$ cat config.mk
export PLATFORM = sky130hd
export DESIGN_NAME = cmp_serial_lsb
export DESIGN_NICKNAME = d
export VERILOG_FILES = /design/src/rtl/cmp_serial_lsb.sv
export SDC_FILE = /design/constraint.sdc
export NUM_CORES = 1
export LEC_CHECK = 0
export CORE_AREA = 2 2 40 42
export CTS_CLUSTER_SIZE = 28
export DETAILED_ROUTE_END_ITERATION = 7
export DIE_AREA = 0 0 42 44
export GPL_TIMING_DRIVEN = 1
export PLACE_DENSITY = 0.62
export SLEW_MARGIN = 40
export SYNTH_ARGS = -nofsm -noshare
export SYNTH_HDL_FRONTEND = slang
export SYNTH_SLANG_ARGS = --single-unit
$ cat constraint.sdc
create_clock -name clk -period 1.6 [get_ports clk]
set_input_delay 0.4 -clock clk [delete_from_list [all_inputs] [get_ports clk]]
set_output_delay 0.4 -clock clk [all_outputs]
set_load 0.05 [all_outputs]
$ cat src/rtl/cmp_serial_lsb.sv
// Bit-serial unsigned magnitude comparator: 2-bit digit pairs arrive LSB first,
// and a one-hot registered result is held on a valid/ready handshake.
module cmp_serial_lsb #(
  parameter int DIGITS = 4
) (
  input  logic clk,
  input  logic rst_n,
  input  logic in_valid,
  output logic in_ready,
  input  logic [1:0] a_dig,
  input  logic [1:0] b_dig,
  input  logic flush,
  output logic out_valid,
  input  logic out_ready,
  output logic agtb,
  output logic altb,
  output logic aeqb,
  output logic [((DIGITS > 1) ? $clog2(DIGITS) : 1)-1:0] dig_cnt
);

  localparam int CW = (DIGITS > 1) ? $clog2(DIGITS) : 1;
  localparam logic [CW-1:0] CNT_LAST = CW'(DIGITS - 1);
  localparam logic [CW-1:0] CNT_ZERO = {CW{1'b0}};
  localparam logic [CW-1:0] CNT_ONE  = CW'(1);

  typedef enum logic {ACCUM = 1'b0, HOLD = 1'b1} state_t;
  typedef enum logic [1:0] {REL_EQ = 2'd0, REL_GT = 2'd1, REL_LT = 2'd2} rel_t;

  state_t         state, state_nx;
  rel_t           rel, rel_nx, rel_upd;
  logic [CW-1:0]  cnt, cnt_nx;
  logic [2:0]     res, res_nx;

  function automatic logic [2:0] rel_to_res(input rel_t r);
    logic [2:0] v;
    case (r)
      REL_GT:  v = 3'b100;
      REL_LT:  v = 3'b010;
      default: v = 3'b001;
    endcase
    return v;
  endfunction

  // Next-state, running relation, digit counter and result latch.
  always_comb begin
    state_nx = state;
    rel_nx   = rel;
    cnt_nx   = cnt;
    res_nx   = res;
    // A differing digit always overrides: later digits are more significant.
    if (a_dig > b_dig) begin
      rel_upd = REL_GT;
    end else if (a_dig < b_dig) begin
      rel_upd = REL_LT;
    end else begin
      rel_upd = rel;
    end

    if (flush) begin
      state_nx = ACCUM;
      rel_nx   = REL_EQ;
      cnt_nx   = CNT_ZERO;
    end else begin
      case (state)
        ACCUM: begin
          if (in_valid) begin
            rel_nx = rel_upd;
            if (cnt == CNT_LAST) begin
              state_nx = HOLD;
              cnt_nx   = CNT_ZERO;
              res_nx   = rel_to_res(rel_upd);
            end else begin
              cnt_nx = cnt + CNT_ONE;
            end
          end else begin
            state_nx = ACCUM;
          end
        end
        HOLD: begin
          if (out_ready) begin
            state_nx = ACCUM;
            rel_nx   = REL_EQ;
          end else begin
            state_nx = HOLD;
          end
        end
        default: begin
          state_nx = ACCUM;
          rel_nx   = REL_EQ;
          cnt_nx   = CNT_ZERO;
        end
      endcase
    end
  end

  // State, relation, counter and result registers.
  always_ff @(posedge clk or negedge rst_n) begin
    if (!rst_n) begin
      state <= ACCUM;
      rel   <= REL_EQ;
      cnt   <= CNT_ZERO;
      res   <= 3'b001;
    end else begin
      state <= state_nx;
      rel   <= rel_nx;
      cnt   <= cnt_nx;
      res   <= res_nx;
    end
  end

  assign in_ready  = (state == ACCUM);
  assign out_valid = (state == HOLD);
  assign agtb      = res[2];
  assign altb      = res[1];
  assign aeqb      = res[0];
  assign dig_cnt   = cnt;

endmodule
==> results of run 1 <==
-- cell type report --
class	instances	area [um2]	area share [%]
Multi-Input combinational cell	29	304	35.6
Timing Repair Buffer	23	278	32.6
Sequential cell	8	203	23.8
Clock buffer	4	26.3	3.08
Inverter	6	22.5	2.64
Tap cell	16	20.0	2.35
-- routing by layer --
layer / track usage [%] / share of wire (%)
met5: 0 / 0
met4: 5.81 / 1.0
met3: 3.75 / 3.6
met2: 20.0 / 50
met1: 16.9 / 45
-- stage by stage --
stage / power (mW) / utilization (%) / hold WS, ns
4_1_cts: 0.687 / 57.8 / 0.430
5_1_grt: 0.737 / 60.1 / 0.450
3_5_place_dp: 0.498 / 53.8 / 0.547
3_3_place_gp: 0.495 / 53.8 / 0.557
2_1_floorplan: 0.368 / - / 0.104
6_report: 0.693 / 60.1 / 0.431
-- placed cells by master, fill, tap and decap left out --
master / Yosys / final
sky130_fd_sc_hd__a21o_2: 1 / 1
sky130_fd_sc_hd__a31oi_1: 2 / 2
sky130_fd_sc_hd__a32o_2: 0 / 1
sky130_fd_sc_hd__buf_12: 0 / 7
sky130_fd_sc_hd__buf_4: 0 / 8
sky130_fd_sc_hd__clkbuf_1: 0 / 1
sky130_fd_sc_hd__clkbuf_4: 0 / 3
sky130_fd_sc_hd__clkdlybuf4s15_1: 0 / 2
sky130_fd_sc_hd__clkdlybuf4s50_1: 0 / 4
sky130_fd_sc_hd__dfrtp_1: 7 / 6
sky130_fd_sc_hd__dfrtp_2: 0 / 1
sky130_fd_sc_hd__dfstp_2: 1 / 1
sky130_fd_sc_hd__dlygate4sd2_1: 0 / 2
sky130_fd_sc_hd__ha_1: 5 / 3
sky130_fd_sc_hd__ha_4: 0 / 2
sky130_fd_sc_hd__inv_1: 6 / 3
sky130_fd_sc_hd__inv_2: 0 / 3
sky130_fd_sc_hd__mux2_2: 3 / 3
sky130_fd_sc_hd__mux2i_1: 2 / 2
sky130_fd_sc_hd__nand2_1: 2 / 1
sky130_fd_sc_hd__nand2_2: 0 / 1
sky130_fd_sc_hd__nand2b_4: 1 / 2
sky130_fd_sc_hd__nor2_1: 5 / 5
sky130_fd_sc_hd__nor3b_4: 1 / 1
sky130_fd_sc_hd__nor4b_1: 2 / 2
sky130_fd_sc_hd__o21ai_0: 2 / 2
sky130_fd_sc_hd__o2bb2ai_4: 0 / 1
-- power by group through the flow --
| stage | Sequential, mW | Combinational (mW) | Clock [mW] |
|---|---|---|---|
| finish | 0.252 | 0.277 | 0.164 |
| global route | 0.255 | 0.297 | 0.185 |
| CTS | 0.251 | 0.261 | 0.175 |
| detailed placement | 0.254 | 0.244 | 0 |
| global placement | 0.255 | 0.240 | 0 |
| floorplan | 0.305 | 0.0636 | 0 |
-- worst paths after layout --
check / cells after the start / start / end / slack (ns)
setup / recovery: 7 / b_dig[0] / res[0]$_DFFE_PN1P_ / 0.03
hold / removal: 1 / rst_n / dig_cnt[1]$_DFFE_PN0P_ / 0.43
setup reg to reg: 3 / dig_cnt[0]$_DFFE_PN0P_ / res[2]$_DFFE_PN0P_ / 0.18
hold reg to reg: 2 / rel[1]$_DFFE_PN0P_ / rel[1]$_DFFE_PN0P_ / 0.57
max in group asynchronous: 1 / rst_n / res[0]$_DFFE_PN1P_ / 0.85
min in group clk: 2 / rel[1]$_DFFE_PN0P_ / rel[1]$_DFFE_PN0P_ / 0.57
-- timing repair --
action | in CTS | in global routing
gates resized for setup | 10 | 4
setup endpoints to repair | 3 | 3
setup buffers | 2 | 2
pin swaps | 4 | 3
-- worst max-delay path, cell delays in order --
cell                            delay (ns)
sky130_fd_sc_hd__dlygate4sd2_1        0.26
sky130_fd_sc_hd__ha_4                 0.27
sky130_fd_sc_hd__nand2_2              0.06
sky130_fd_sc_hd__o2bb2ai_4            0.16
sky130_fd_sc_hd__inv_1                0.06
sky130_fd_sc_hd__ha_1                 0.27
sky130_fd_sc_hd__mux2_2               0.26
-- flip-flops by register name (all words and copies together), names as in the netlist --
signal and count:
res 3, dig_cnt 2, rel 2, out_valid 1
-- logic make-up after synthesis --
| kind of cell | count (synthesis) | synth area share [%] |
|---|---|---|
| AOI/OAI and AO/OA | 7 | 10.5 |
| adders and majority gates | 5 | 13.1 |
| buffers and inverters | 7 | 5.76 |
| DFF | 8 | 42.1 |
| muxes | 5 | 11.3 |
| and+or+nand+nor | 12 | 17.3 |
==> impl_table.tex, run 1 <==
\begin{tabular}{lr}
\hline
Metric & Value \\
\hline
\multicolumn{2}{l}{\textbf{Outcome}} \\
Run status & finished, final reports clean \\
\multicolumn{2}{l}{\textbf{Floorplanning}} \\
Placeable core region & 0.00142 mm2 \\
Number of placement rows & 14 \\
Ports & 16 \\
Starting utilization of the core area & about a third \\
Total Die Area & 0.00185 mm2 \\
Width of the die & roughly 42 um \\
Height of the die & 44 um \\
\multicolumn{2}{l}{\textbf{Global routing}} \\
Via count of the first global-routing pass & roughly 430 \\
Overall routing resource usage & between 10\% and 20\% \\
First-pass GRT wire length & 1.78 mm \\
Initial antenna violation count & 0 \\
GRT overflow & 0 \\
Maximum number of pins on one net before global-route repair & 9 \\
\multicolumn{2}{l}{\textbf{Synthesis}} \\
Largest area contributor in the synthesized netlist & sky130\_fd\_sc\_hd\_\_dfrtp\_1 \\
Net count after synthesis & 58 \\
Sequential fraction of the synthesis area & between 40\% and 50\% \\
Synthesized area per cell & 10.9 um2 \\
Yosys top cell area share & approximately 37\% \\
Post-synth top cells & sky130\_fd\_sc\_hd\_\_dfrtp\_1 (7), sky130\_fd\_sc\_hd\_\_inv\_1 (6), sky130\_fd\_sc\_hd\_\_ha\_1 (5), sky130\_fd\_sc\_hd\_\_nor2\_1 (5), sky130\_fd\_sc\_hd\_\_mux2\_2 (3) \\
Count of state elements after synthesis & 8 \\
Synth Warn \# & 0 \\
Cell count after synthesis & 44 \\
Async SR Flop Fraction & 100\% \\
EDFF count, synth & 0 \\
Primary FF master, synth & sky130\_fd\_sc\_hd\_\_dfrtp\_1 \\
Biggest area contributors in the synthesized netlist & sky130\_fd\_sc\_hd\_\_dfrtp\_1 (37\%), sky130\_fd\_sc\_hd\_\_ha\_1 (13\%), sky130\_fd\_sc\_hd\_\_mux2\_2 (7.1\%), sky130\_fd\_sc\_hd\_\_dfstp\_2 (5.5\%), sky130\_fd\_sc\_hd\_\_inv\_1 (4.7\%) \\
Distinct cells, synth & 18 \\
Post-synthesis instance area & 478 um2 \\
Most numerous cell in the Yosys netlist & sky130\_fd\_sc\_hd\_\_dfrtp\_1 \\
\multicolumn{2}{l}{\textbf{Power and ir drop}} \\
Logic gate share of total power & between 40\% and 50\% \\
Share of total power in the clock network & 23.7\% \\
Net switching power of the design & around 220 uW \\
VDD IR max & around 0.76 mV \\
Leak & 0.402 nW \\
Sw Share & a little under a third \\
PD cells & approximately 800 mW/mm2 \\
Power Internal & about 470 uW \\
Sequential group share of total power & 36.3\% \\
\multicolumn{2}{l}{\textbf{Layout}} \\
Count of nets after finishing & 85 \\
Final-layout fill cell count & approximately 120 \\
Layout Cell Area excl Fill & 853 um2 \\
Ant. Diodes & 0 \\
Layout area overhead & 78.5\% \\
Finished Layout Cells & 86 \\
Ratio of cells with drive above 1 in the final layout & 50.0\% \\
\multicolumn{2}{l}{\textbf{Clock network}} \\
CTS tree & yes \\
Clock Root Buffer & sky130\_fd\_sc\_hd\_\_clkbuf\_4 \\
Number of buffers added to fix hold violations after cts & 0 \\
Total clock buffers created by CTS & 3 \\
Clock transition at the registers of the reported paths & roughly 0.060 ns \\
Number of clock sinks & 8 \\
H-tree Lvls & 1 \\
Clock latency of the later-clocked register in the worst-skew pair & 0.25 ns \\
Buffer depth of the longest clock path & 2 \\
\multicolumn{2}{l}{\textbf{Setup path}} \\
Endpoint type of the worst setup path & register \\
Worst setup path class & input port to register \\
Nature of the critical path startpoint & input port \\
Biggest fanout along the worst timing path & 3 \\
Worst EP required & 1.77 ns \\
Crit path arrival time & roughly 1.7 ns \\
\multicolumn{2}{l}{\textbf{Timing}} \\
Final worst path period share & slightly below 100\% \\
Finish-stage setup viols & 0 \\
Minimum setup slack in the final design & about 0.031 ns \\
Slew @ Worst Pin & between 0.3 and 0.4 ns \\
Pins over their slew limit & 0 \\
Clock tree skew after final layout & between 0.005 and 0.006 ns \\
Final count of hold timing violations & 0 \\
Minimum clock period after layout & 1.57 ns \\
Worst slew margin relative to its limit & $\sim$75\% \\
Setup total negative slack & 0 ns \\
F\_max & $\sim$0.64 GHz \\
\multicolumn{2}{l}{\textbf{Job}} \\
Max-capacitance violation count & 0 \\
\multicolumn{2}{l}{\textbf{Placed design}} \\
Last weighted congestion value of the routability-driven placer & $\sim$0.73 \\
Worst-case setup slack after placement & -0.516 ns \\
Detailed placer's ending HPWL & roughly 780 um \\
Cell Area, Placed & approximately 760 um2 \\
Count of buffers inserted at the top-level ports & 15 \\
Total instance count after detailed placement & 78 \\
\multicolumn{2}{l}{\textbf{Route}} \\
Vias post-DR & 396 \\
Routed vias/inst & around 4.6 \\
Number of design rule violations left after detail routing & 0 \\
Drt total wl & $\sim$960 um \\
Router iterations before antenna repair & 2 \\
Starting DRT DRC Count & 2 \\
Average wire per cell in the routed design & approximately 11 um \\
Remaining number of nets flagged by the antenna check after routing & 0 \\
\multicolumn{2}{l}{\textbf{Worst hold path}} \\
Worst hold path class & input port to asynchronous set/reset pin \\
\hline
\end{tabular}
Note: power is estimated with default switching activity, not from simulation.
==> inputs of run 2 (changes only) <==
--- a/config.mk
+++ b/config.mk
@@ -11,6 +11,7 @@
 export DIE_AREA = 0 0 42 44
 export GPL_TIMING_DRIVEN = 1
 export PLACE_DENSITY = 0.62
+export SETUP_SLACK_MARGIN = 0.3
 export SLEW_MARGIN = 40
 export SYNTH_ARGS = -nofsm -noshare
 export SYNTH_HDL_FRONTEND = slang
==> run 2 against run 1 <==
  * Worst setup slack better by 0.14 ns
  * Die area is the same
  * Sequential share of layout area fell by 1.1 points
  * Clock power about the same
  * Core utilization up 3.6 points
  * Power is 1.7% higher
  * Largest power group unchanged
==> impl_table.tex, run 2 (same netlist as run 1, synthesis figures left out) <==
\begin{tabular}{lr}
\hline
Metric & Value \\
\hline
\multicolumn{2}{l}{\textbf{Timing}} \\
Minimum clock period after layout & 1.43 ns (-0.136 ns) \\
F\_max & 0.698 GHz (+9.5\%) \\
Minimum setup slack in the final design & 0.167 ns (+0.136 ns) \\
Minimum hold slack & 0.415 ns (-0.0158 ns) \\
RSZ-0062 raised after global routing & yes \\
Worst slew margin relative to its limit & 77.0\% (+2.1 points) \\
Pins over their slew limit & 0 (unchanged) \\
Setup total negative slack & 0 ns (unchanged) \\
Final worst path period share & 89.5\% (-8.5 points) \\
Finish-stage setup viols & 0 (unchanged) \\
Slew @ Worst Pin & 0.344 ns (-0.0318 ns) \\
Final count of hold timing violations & 0 (unchanged) \\
Clock tree skew after final layout & 0.00761 ns (+0.00239 ns) \\
\multicolumn{2}{l}{\textbf{Power and ir drop}} \\
Leak & 0.422 nW (+5.0\%) \\
Share of total power in the clock network & 22.8\% (-0.9 points) \\
Logic gate share of total power & 41.2\% (+1.2 points) \\
Net switching power of the design & 225 uW (+2.6\%) \\
Sw Share & 31.9\% (+0.26 points) \\
VDD IR max & 0.684 mV (-9.8\%) \\
Design Power & 705 uW (+1.7\%) \\
Sequential group share of total power & 36.0\% (-0.3 points) \\
PD cells & 779 mW/mm2 (-4.0\%) \\
Power Internal & 480 uW (+1.4\%) \\
\multicolumn{2}{l}{\textbf{Floorplanning}} \\
Total Die Area & 0.00185 mm2 (unchanged) \\
Number of placement rows & 14 (unchanged) \\
Height of the die & 44 um (unchanged) \\
Width of the die & 42 um (unchanged) \\
Ports & 16 (unchanged) \\
Placeable core region & 0.00142 mm2 (unchanged) \\
Starting utilization of the core area & 33.7\% (unchanged) \\
\multicolumn{2}{l}{\textbf{Setup path}} \\
Launching instance or port of the critical path & b\_dig[1] \\
Endpoint type of the worst setup path & register \\
R2r endpoint & res[2]\$\_DFFE\_PN0P\_ \\
Crit path arrival time & 1.61 ns (-0.13 ns) \\
Worst setup path class & input port to register \\
Nature of the critical path startpoint & input port \\
Biggest fanout along the worst timing path & 3 (unchanged) \\
Worst EP required & 1.77 ns (about the same) \\
Depth of the most critical reg-to-reg path & 3 (unchanged) \\
Critical Path Sink & res[0]\$\_DFFE\_PN1P\_ \\
Startpoint of the worst register-to-register path & out\_valid\$\_DFF\_PN0\_ \\
Register-to-register setup slack & 0.28 ns (+0.10 ns) \\
\multicolumn{2}{l}{\textbf{Route}} \\
Drt total wl & 1.10 mm (+14\%) \\
Average wire per cell in the routed design & 12.8 um (+14\%) \\
Number of design rule violations left after detail routing & 0 (unchanged) \\
Routed vias/inst & 4.66 (+1.3\%) \\
Remaining number of nets flagged by the antenna check after routing & 0 (unchanged) \\
Router iterations before antenna repair & 2 (unchanged) \\
Vias post-DR & 401 (+1.3\%) \\
Starting DRT DRC Count & 6 (+4) \\
\multicolumn{2}{l}{\textbf{Global routing}} \\
Overall routing resource usage & 12.7\% (-0.29 points) \\
Maximum number of pins on one net before global-route repair & 9 (unchanged) \\
Busiest metal layer after global routing & met2 \\
Via count of the first global-routing pass & 411 (-3.3\%) \\
Met3 Use GR & 4.17\% (+0.42 points) \\
Met1 global-route usage & 14.5\% (-2.4 points) \\
Initial antenna violation count & 0 (unchanged) \\
First-pass GRT wire length & 1.73 mm (-2.8\%) \\
GRT overflow & 0 (unchanged) \\
GR met2 Demand/Resource & 22.5\% (+2.5 points) \\
\multicolumn{2}{l}{\textbf{Clock network}} \\
Total clock buffers created by CTS & 3 (unchanged) \\
H-tree Lvls & 1 (unchanged) \\
Clock transition at the registers of the reported paths & 0.06 ns (about the same) \\
Buffer depth of the longest clock path & 2 (unchanged) \\
Number of clock sinks & 8 (unchanged) \\
Clock Root Buffer & sky130\_fd\_sc\_hd\_\_clkbuf\_4 \\
Clock latency of the later-clocked register in the worst-skew pair & 0.25 ns (about the same) \\
CTS tree & yes \\
Number of buffers added to fix hold violations after cts & 0 (unchanged) \\
\multicolumn{2}{l}{\textbf{Placed design}} \\
Count of buffers inserted at the top-level ports & 15 (unchanged) \\
Total instance count after detailed placement & 79 (+1.3\%) \\
Last weighted congestion value of the routability-driven placer & 0.696 (-4.0\%) \\
Cell Area, Placed & 817 um2 (+7.0\%) \\
Worst-case setup slack after placement & -0.653 ns (-0.137 ns) \\
Detailed placer's ending HPWL & 794 um (+2.5\%) \\
\multicolumn{2}{l}{\textbf{Layout}} \\
Layout Cell Area excl Fill & 905 um2 (+6.0\%) \\
Count of nets after finishing & 85 (unchanged) \\
Finished Layout Cells & 86 (unchanged) \\
Commonest non-fill, non-tap cells in the layout & sky130\_fd\_sc\_hd\_\_buf\_12 (7), sky130\_fd\_sc\_hd\_\_buf\_4 (7), sky130\_fd\_sc\_hd\_\_nor2\_1 (5) \\
Layout area overhead & 89.3\% \\
Ant. Diodes & 0 (unchanged) \\
Register ranked first by flip-flop count & res \\
Max FFs per register & 3 (unchanged) \\
Ratio of cells with drive above 1 in the final layout & 64.3\% (+14 points) \\
Share of the core filled with cells in the final layout & 63.8\% (+3.6 points) \\
\multicolumn{2}{l}{\textbf{Job}} \\
Max-capacitance violation count & 0 (unchanged) \\
\multicolumn{2}{l}{\textbf{Worst hold path}} \\
Worst hold path class & input port to asynchronous set/reset pin \\
\multicolumn{2}{l}{\textbf{Outcome}} \\
Run status & finished, final reports clean \\
\hline
\end{tabular}
==> run 2: changes by cell type in the layout (fill, tap and decap cells not counted), sizes merged <==
cell           delta
buf               +4
dlymetal6s2s      +1
dlygate4sd2       -1
clkdlybuf4s15     -2
clkdlybuf4s50     -2
==> run 2: cell type report <==
class / count / area, um2
Tap cell: 16 / 20.0
Timing Repair Buffer: 23 / 282
Inverter: 6 / 37.5
Sequential cell: 8 / 205
Fill cell: 115 / 514
Clock buffer: 4 / 26.3
Multi-Input combinational cell: 29 / 334
==> run 2: worst min path at each step <==
| stage | startpoint | end | slack, ns | cells past startpoint |
|---|---|---|---|---|
| after CTS | rst_n | res[1]$_DFFE_PN0P_ | 0.42 | 1 |
| after detailed placement | rel[1]$_DFFE_PN0P_ | rel[1]$_DFFE_PN0P_ | 0.55 | 2 |
| final | rst_n | res[1]$_DFFE_PN0P_ | 0.41 | 1 |
| after floorplan | rst_n | dig_cnt[0]$_DFFE_PN0P_ | 0.10 | 0 |
| after global placement | rel[1]$_DFFE_PN0P_ | rel[1]$_DFFE_PN0P_ | 0.55 | 2 |
| after global routing | rst_n | res[1]$_DFFE_PN0P_ | 0.44 | 1 |
==> run 2: critical path: stages <==
cell and delay, ns:
sky130_fd_sc_hd__buf_8 0.09, sky130_fd_sc_hd__inv_12 0.03, sky130_fd_sc_hd__ha_4 0.27, sky130_fd_sc_hd__nand2b_4 0.06, sky130_fd_sc_hd__a32o_2 0.24, sky130_fd_sc_hd__inv_2 0.07, sky130_fd_sc_hd__ha_4 0.19, sky130_fd_sc_hd__mux2_4 0.25
==> run 2: power groups by stage <==
stage          clock network (mW)  logic (mW)  registers [mW]
4_1_cts                     0.172       0.286           0.253
6_report                    0.161       0.290           0.254
3_3_place_gp                    0       0.262           0.256
3_5_place_dp                    0       0.265           0.256
2_1_floorplan                   0      0.0814           0.306
5_1_grt                     0.179       0.309           0.257
==> run 2: what timing repair did <==
action,4_1_cts,5_1_grt
setup endpoints to repair,9,8
pin swaps,6,1
setup buffers,3,0
gates resized for setup,28,3
==> run 2: routing by layer <==
layer | vias to the layer above | share of wire [%]
li1 | 206 | -
met1 | 184 | 40
met2 | 9 | 55
met3 | 2 | 4.0
met4 | 0 | 0.36
met5 | - | 0
==> inputs of run 3 (changes only) <==
--- a/config.mk
+++ b/config.mk
@@ -10,6 +10,7 @@
 export DETAILED_ROUTE_END_ITERATION = 7
 export DIE_AREA = 0 0 42 44
 export GPL_TIMING_DRIVEN = 1
+export MAX_ROUTING_LAYER = met4
 export PLACE_DENSITY = 0.62
 export SETUP_SLACK_MARGIN = 0.3
 export SLEW_MARGIN = 40
==> run 3 against run 2 <==
  * Final area stayed put
  * Routed wire length fell by 0.36%
  * Register-to-register slack hardly changed
  * Clock power about the same
  * Via count is 0.25% higher
  * Sequential power barely moved
  * Critical path depth unchanged
  * Critical path type unchanged
  * Largest cell class unchanged
  * Largest power group unchanged
==> impl_table.tex, run 3 (same netlist as run 1, synthesis figures left out) <==
\begin{tabular}{lr}
\hline
Metric & Value \\
\hline
\multicolumn{2}{l}{\textbf{Layout}} \\
Max FFs per register & 3 (unchanged) \\
Ratio of cells with drive above 1 in the final layout & 64.3\% (unchanged) \\
Layout area overhead & 89.3\% (unchanged) \\
Commonest non-fill, non-tap cells in the layout & sky130\_fd\_sc\_hd\_\_buf\_12 (7), sky130\_fd\_sc\_hd\_\_buf\_4 (7), sky130\_fd\_sc\_hd\_\_nor2\_1 (5) \\
Finished Layout Cells & 86 (unchanged) \\
Share of the core filled with cells in the final layout & 63.8\% (unchanged) \\
Register ranked first by flip-flop count & res \\
Ant. Diodes & 0 (unchanged) \\
Count of nets after finishing & 85 (unchanged) \\
Final-layout fill cell count & 115 (unchanged) \\
Layout Cell Area excl Fill & 905 um2 (unchanged) \\
\multicolumn{2}{l}{\textbf{Clock network}} \\
Clock latency of the later-clocked register in the worst-skew pair & 0.25 ns (about the same) \\
Number of clock sinks & 8 (unchanged) \\
Total clock buffers created by CTS & 3 (unchanged) \\
Buffer depth of the longest clock path & 2 (unchanged) \\
CTS tree & yes \\
Clock Root Buffer & sky130\_fd\_sc\_hd\_\_clkbuf\_4 \\
H-tree Lvls & 1 (unchanged) \\
Number of buffers added to fix hold violations after cts & 0 (unchanged) \\
Clock transition at the registers of the reported paths & 0.06 ns (about the same) \\
\multicolumn{2}{l}{\textbf{Floorplanning}} \\
Starting utilization of the core area & 33.7\% (unchanged) \\
Width of the die & 42 um (unchanged) \\
Number of placement rows & 14 (unchanged) \\
Placeable core region & 0.00142 mm2 (unchanged) \\
Total Die Area & 0.00185 mm2 (unchanged) \\
Ports & 16 (unchanged) \\
Height of the die & 44 um (unchanged) \\
\multicolumn{2}{l}{\textbf{Route}} \\
Remaining number of nets flagged by the antenna check after routing & 0 (unchanged) \\
Router iterations before antenna repair & 4 (+2) \\
Vias post-DR & 402 (+0.25\%) \\
Number of design rule violations left after detail routing & 0 (unchanged) \\
Routed vias/inst & 4.67 (+0.25\%) \\
Average wire per cell in the routed design & 12.7 um (-0.36\%) \\
Drt total wl & 1.09 mm (-0.36\%) \\
Starting DRT DRC Count & 6 (unchanged) \\
\multicolumn{2}{l}{\textbf{Timing}} \\
Clock tree skew after final layout & 0.00792 ns (+0.000317 ns) \\
Final count of hold timing violations & 0 (unchanged) \\
Slew @ Worst Pin & 0.345 ns (+0.000585 ns) \\
Minimum clock period after layout & 1.43 ns (+0.00233 ns) \\
Minimum setup slack in the final design & 0.165 ns (-0.00233 ns) \\
Setup total negative slack & 0 ns (unchanged) \\
Minimum hold slack & 0.417 ns (+0.00226 ns) \\
Worst slew margin relative to its limit & 77.0\% (about the same) \\
Pins over their slew limit & 0 (unchanged) \\
Final worst path period share & 89.7\% (+0.15 points) \\
F\_max & 0.697 GHz (-0.16\%) \\
Finish-stage setup viols & 0 (unchanged) \\
RSZ-0062 raised after global routing & yes \\
\multicolumn{2}{l}{\textbf{Placed design}} \\
Last weighted congestion value of the routability-driven placer & 0.704 (+1.1\%) \\
Count of buffers inserted at the top-level ports & 15 (unchanged) \\
Worst-case setup slack after placement & -0.653 ns (unchanged) \\
Detailed placer's ending HPWL & 794 um (unchanged) \\
Total instance count after detailed placement & 79 (unchanged) \\
Cell Area, Placed & 817 um2 (unchanged) \\
\multicolumn{2}{l}{\textbf{Setup path}} \\
Crit path arrival time & 1.61 ns (about the same) \\
Worst EP required & 1.77 ns (about the same) \\
Worst setup path class & input port to register \\
Biggest fanout along the worst timing path & 3 (unchanged) \\
Endpoint type of the worst setup path & register \\
Nature of the critical path startpoint & input port \\
\multicolumn{2}{l}{\textbf{Global routing}} \\
Via count of the first global-routing pass & 410 (-0.24\%) \\
Initial antenna violation count & 0 (unchanged) \\
First-pass GRT wire length & 1.73 mm (unchanged) \\
Maximum number of pins on one net before global-route repair & 9 (unchanged) \\
GRT overflow & 0 (unchanged) \\
Overall routing resource usage & 13.1\% (+0.40 points) \\
\multicolumn{2}{l}{\textbf{Power and ir drop}} \\
PD cells & 778 mW/mm2 (-0.18\%) \\
Design Power & 704 uW (-0.18\%) \\
VDD IR max & 0.685 mV (+0.10\%) \\
Leak & 0.422 nW (unchanged) \\
\multicolumn{2}{l}{\textbf{Job}} \\
Max-capacitance violation count & 0 (unchanged) \\
\multicolumn{2}{l}{\textbf{Outcome}} \\
Run status & finished, final reports clean \\
\multicolumn{2}{l}{\textbf{Worst hold path}} \\
Worst hold path class & input port to asynchronous set/reset pin \\
\hline
\end{tabular}
[run 3: cell counts in the layout (fill, tap and decap cells not counted)]
Identical to the previous run, type by type.
[run 3: path summary, 6_finish.rpt]
path	start	end	slack, ns	cells past startpoint
worst max-delay path	b_dig[1]	res[0]$_DFFE_PN1P_	0.17	8
worst min-delay path	rst_n	res[1]$_DFFE_PN0P_	0.42	1
worst max register to register	out_valid$_DFF_PN0_	res[2]$_DFFE_PN0P_	0.28	3
worst min register to register	rel[1]$_DFFE_PN0P_	rel[1]$_DFFE_PN0P_	0.56	2
max in group asynchronous	rst_n	res[0]$_DFFE_PN1P_	0.88	1
min in group clk	rel[1]$_DFFE_PN0P_	rel[1]$_DFFE_PN0P_	0.56	2
[run 3: repair_timing]
item / in CTS / in global routing
hold endpoints to repair: 0 / 0
setup endpoints to repair: 9 / 8
resized for setup: 28 / 3
pin swaps: 6 / 1
buffers inserted: 3 / 0
[run 3: critical path: stages]
cell	delay, ns
sky130_fd_sc_hd__buf_8	0.09
sky130_fd_sc_hd__inv_12	0.03
sky130_fd_sc_hd__ha_4	0.27
sky130_fd_sc_hd__nand2b_4	0.06
sky130_fd_sc_hd__a32o_2	0.24
sky130_fd_sc_hd__inv_2	0.07
sky130_fd_sc_hd__ha_4	0.19
sky130_fd_sc_hd__mux2_4	0.25
[run 3: final cells by class]
cell class                      count  area (um2)  area share (%)
Timing Repair Buffer               23         282            31.1
Multi-Input combinational cell     29         334            36.9
Tap cell                           16        20.0            2.21
Sequential cell                     8         205            22.7
Inverter                            6        37.5            4.15
Clock buffer                        4        26.3            2.90
[run 3: where the power goes]
group	switching [mW]	internal, mW	total, mW
Clock	0.0644	0.0951	0.160
Combinational	0.135	0.155	0.290
Sequential	0.0246	0.229	0.254
[run 3: metal layers]
layer	GRT usage, %	up-vias	wire length (um)
met2	22.5	9	609
met1	14.5	187	440
met4	3.87	0	0
met3	4.17	0	42
met5	-	-	0
li1	-	206	-
